### config.mk
export PLATFORM = sky130hd
export DESIGN_NAME = serial_adder_ctrl
export DESIGN_NICKNAME = d
export VERILOG_FILES = /design/src/rtl/serial_adder_ctrl.sv
export SDC_FILE = /design/constraint.sdc
export NUM_CORES = 1
export LEC_CHECK = 0
export ABC_AREA = 0
export BUFFER_PORTS_ARGS = -buffer_cell sky130_fd_sc_hd__buf_2
export CORE_ASPECT_RATIO = 1.25
export CORE_MARGIN = 2
export CORE_UTILIZATION = 47
export CTS_BUF_LIST = sky130_fd_sc_hd__clkbuf_16
export DETAILED_ROUTE_END_ITERATION = 16
export HOLD_SLACK_MARGIN = 0.08
export PLACE_DENSITY = 0.74
export SLEW_MARGIN = 15
export SYNTH_ARGS = -nofsm -noshare
export SYNTH_HDL_FRONTEND = slang
export SYNTH_SLANG_ARGS = --single-unit
### constraint.sdc
create_clock -name clk -period 1.15 [get_ports clk]
set_input_delay 0.23 -clock clk [delete_from_list [all_inputs] [get_ports clk]]
set_output_delay 0.23 -clock clk [all_outputs]
set_load 0.02 [all_outputs]
### src/rtl/serial_adder_ctrl.sv
// ============================================================================
// serial_adder_ctrl : bit-serial add sequencer driving an external 1-bit adder
// Rev 1.0
// ============================================================================
`default_nettype none


module serial_adder_ctrl #(
  parameter int WIDTH = 8
) (
  input  logic             clk,
  input  logic             rst_n,
  input  logic             start,
  input  logic [WIDTH-1:0] a,
  input  logic [WIDTH-1:0] b,
  input  logic             cin,
  output logic             add_a,
  output logic             add_b,
  output logic             add_cin,
  input  logic             add_s,
  input  logic             add_cout,
  output logic             busy,
  output logic             done,
  output logic [WIDTH-1:0] sum,
  output logic             cout
);

  localparam int             CW     = $clog2(WIDTH + 1);
  localparam logic [CW-1:0]  C_LAST = CW'(WIDTH - 1);

  typedef enum logic [1:0] {
    S_IDLE = 2'd0,
    S_RUN  = 2'd1,
    S_DONE = 2'd2
  } state_t;

  state_t           r_state;
  state_t           w_next;
  logic             w_load;
  logic             w_last;
  logic [WIDTH-1:0] r_sh_a;
  logic [WIDTH-1:0] r_sh_b;
  logic [WIDTH-1:0] r_sh_s;
  logic             r_carry;
  logic [CW-1:0]    r_cnt;
  logic [WIDTH-1:0] r_sum;
  logic             r_cout;

  assign w_last = (r_cnt == C_LAST);

  always_ff @(posedge clk) begin
    if (!rst_n) r_state <= S_IDLE;
    else        r_state <= w_next;
  end

  always_comb begin
    w_next = r_state;
    w_load = 1'b0;
    busy   = 1'b0;
    done   = 1'b0;
    case (r_state)
      S_IDLE: begin
        if (start) begin
          w_load = 1'b1;
          w_next = S_RUN;
        end
      end
      S_RUN: begin
        busy = 1'b1;
        if (w_last) w_next = S_DONE;
      end
      S_DONE: begin
        done = 1'b1;
        if (start) begin
          w_load = 1'b1;
          w_next = S_RUN;
        end else begin
          w_next = S_IDLE;
        end
      end
      default: w_next = S_IDLE;
    endcase
  end

  // sh_s is not cleared on load: WIDTH shifts fully overwrite it before use.
  always_ff @(posedge clk) begin
    if (!rst_n) begin
      r_sh_a  <= '0;
      r_sh_b  <= '0;
      r_sh_s  <= '0;
      r_carry <= 1'b0;
      r_cnt   <= '0;
      r_sum   <= '0;
      r_cout  <= 1'b0;
    end else if (w_load) begin
      r_sh_a  <= a;
      r_sh_b  <= b;
      r_carry <= cin;
      r_cnt   <= '0;
    end else if (r_state == S_RUN) begin
      r_sh_a  <= r_sh_a >> 1;
      r_sh_b  <= r_sh_b >> 1;
      r_sh_s  <= {add_s, r_sh_s[WIDTH-1:1]};
      r_carry <= add_cout;
      r_cnt   <= r_cnt + 1'b1;
      if (w_last) begin
        r_sum  <= {add_s, r_sh_s[WIDTH-1:1]};
        r_cout <= add_cout;
      end
    end
  end

  assign add_a   = r_sh_a[0];
  assign add_b   = r_sh_b[0];
  assign add_cin = r_carry;
  assign sum     = r_sum;
  assign cout    = r_cout;

endmodule

`default_nettype wire
==> flow_metrics.py <==
metrics = {
    "timing": {
        "tightestPinTransition_ps": 188.9,
        "fin_worst_skew_ps": 4.969,
        "relSlewSlack_pct": 87.27,
        "finalCritPeriodShare_pct": 104.8,
        "rsz0062_at_grt": "true",
        "whs_ps": 200.8,
        "maxSlewViolCount": 0,
        "finalCriticalPeriod_ps": 1205,
        "max_freq_mhz": 829.6,
        "hold_violations": 0,
        "setup_viol": 12,
        "setup_ws_ps": -55.34,
    },
    "logic_synthesis": {
        "synthArstFlopShare_pct": 0,
        "synth_edf_count": 0,
        "ys_warn_count": 0,
        "yosysSeqAreaShare_pct": 49.29,
        "ys.flop_type": "dfxtp_1",
        "synthesis.nets": 210,
        "synth_area_leaders": "dfxtp_1, nand2_1, mux2i_1",
        "synth_top_area_cell": "dfxtp_1",
        "synth_top_area_share_pct": 49.29,
        "syn-cell-area_um2": 1584,
        "yosysMostFrequentCell": "nand2_1",
        "syn_inst": 187,
        "synth-seq-cells": 39,
        "synth_cell_type_count": 28,
        "synth.avg_cell_area_um2": 8.471,
        "yosys-top-cells-count": "nand2_1, dfxtp_1, a21boi_0, o21ai_0, a31oi_1",
    },
    "cts": {
        "numCtsBuffers": 5,
        "htree_levels": 2,
        "clk_path_buf_depth": 2,
        "cts_root_buf": "clkbuf_16",
        "holdBufCountCts": 0,
        "clk_latency_ps": 280,
        "cts.sinks": 39,
        "clk_pin_slew_worst_paths_ps": 60,
        "tritoncts": "built",
    },
    "flow_run": {
        "maxCapViolations": 0,
    },
    "floorplan": {
        "num_rows": 23,
        "io_pins": 36,
        "initial_utilization_pct": 49.15,
        "dieWidth_um": 55.93,
        "die_y_um": 68.91,
        "fp.coreArea_um2": 3223,
        "die_area_um2": 3854,
    },
    "worst_setup_path": {
        "critPathLaunchType": "flip-flop",
        "critPathMaxFanout": 6,
        "rr_worst_depth": 5,
        "worstReg2RegStart": "r_cnt[0]",
        "reg2reg_to": "sum[4]",
        "arrival_ps": 1410,
        "required_ps": 1350,
        "cp-startpoint": "r_cnt[0]",
        "worstSetupPathType": "reg -> reg",
        "rrSetupSlack_ps": -60,
        "end_kind": "flip-flop",
    },
    "global_route": {
        "grt_max_degree": 27,
        "antenna_found_initial": 0,
        "track_usage_pct": 19.68,
        "overflow": 0,
        "grt_use_met2_pct": 33.18,
        "grt_pass1_vias": 1273,
        "grt_pass1_wl_mm": 5.720,
        "met1_usage_pct": 23.14,
        "grtUsageMet3_pct": 6.157,
        "busiest_layer": "met2",
    },
    "place": {
        "dp_cells": 262,
        "portBuffers": 35,
        "globalplace.congestion": 0.7750,
        "dp.final_hpwl_mm": 2.302,
        "place_area_um2": 1902,
    },
    "routing": {
        "drtAntennaViolNets": 0,
        "num_vias": 1468,
        "drc": 0,
        "postRouteWirelength_mm": 3.773,
        "drtPass1Iterations": 5,
        "wire_per_inst_um": 13.62,
        "viasPerCell": 5.300,
        "drt_iter0_drc": 35,
    },
    "layout": {
        "stdcell_count": 277,
        "final_area_um2": 2230,
        "fill_cells": 247,
        "drive_above_1_share_pct": 34.58,
        "area_growth_pct": 40.76,
        "n_antenna_cell": 0,
        "nets": 262,
    },
    "status": {
        "failed_checks": "setup timing",
        "outcome": "finished, violations left",
    },
    "power": {
        "power_density_nw_per_um2": 1435,
        "leakagePower_nw": 0.8927,
        "vdd_drop_max_uv": 1592,
    },
    "hold_path": {
        "hold_path.startpoint": "a[7]",
        "worstHoldEndpoint": "r_sh_a[7]",
        "holdPathStages": 3,
        "hp-class": "in -> reg",
    },
}
[per-layer routing]
| layer | up-vias | wire [um] |
|---|---|---|
| li1 | 732 | - |
| met1 | 686 | 1602 |
| met2 | 45 | 1897 |
| met3 | 5 | 212 |
| met4 | 0 | 60 |
| met5 | - | 0 |
[cell usage in the layout (no fill, tap or decap), drive strengths merged, types with 2 or more instances in the layout]
master  count
clkbuf      6
nor3        2
a21boi     11
o21ai      11
nand2      59
nand3       5
dfxtp      39
o221ai      2
nor2b       2
nor2        5
mux2i       9
buf        58
a21oi       4
a31oi      10
nand2b      2
nand3b      2
clkinv      3
a22oi       3
[how the worst max path moves through the flow]
stage | end | slack, ps | cells past startpoint
floorplan | cout | -5 | 4
global placement | add_cin | -50 | 4
detailed placement | r_sh_s[1] | -110 | 5
CTS | sum[4] | -60 | 5
global route | sum[2] | -140 | 5
finish | sum[4] | -60 | 5
[worst max-delay path, stage by stage (launching register included)]
cell and delay, ps:
dfxtp_2 350, ha_4 130, nand3b_1 150, nor2_4 140
buf_6 150, mux2i_1 210
[sequential cells by signal, indices dropped and copies added (netlist names)]
| register | cells |
|---|---|
| r_cnt | 4 |
| r_sh_b | 8 |
| sum | 8 |
| add_cin | 1 |
| r_sh_a | 8 |
| cout | 1 |
| r_state | 2 |
| r_sh_s | 7 |
[logic make-up after synthesis]
group / Yosys count / synth area share [%]
fa+ha+maj: 1 / 0.7898
xor+xnor: 2 / 1.106
simple gates: 80 / 21.64
mux: 9 / 5.687
buf+inv: 15 / 4.818
flops: 39 / 49.29
compound gates: 41 / 16.67
[report_power, final]
part / switching (mW) / leakage [nW] / internal (mW)
registers: 0.0383 / 0.320 / 1.41
clock network: 0.527 / 0.0733 / 0.790
logic: 0.217 / 0.499 / 0.213
[stage by stage]
stage / TNS (ps) / utilization [%] / setup WS (ps) / power, mW
5_1_grt: -1261 / 69.18 / -140.5 / 3.330
3_3_place_gp: -787.5 / 59.01 / -52.42 / 1.800
3_5_place_dp: -1877 / 59.01 / -109.8 / 1.804
6_report: -283.7 / 69.18 / -55.34 / 3.199
2_1_floorplan: -45.22 / - / -5.025 / 1.677
4_1_cts: -324.0 / 65.22 / -61.53 / 3.141
[final cells by class]
| type | count | area (um2) | area share, % |
|---|---|---|---|
| repair buffers | 59 | 460.4 | 20.65 |
| well taps | 37 | 46.29 | 2.076 |
| clock buffers | 5 | 125.1 | 5.612 |
| clock inverters | 3 | 15.01 | 0.6734 |
| multi-input cells | 133 | 783.3 | 35.13 |
| inverters | 1 | 11.26 | 0.5051 |
| flip-flops and latches | 39 | 788.3 | 35.35 |
[what timing repair did]
item                       in CTS  in global routing
pin swaps                       3                  7
setup endpoints to repair      33                 30
gates resized for setup        12                 27
gates cloned                    0                  1
setup buffers                   3                  3
Note: power is estimated with default switching activity, not from simulation.
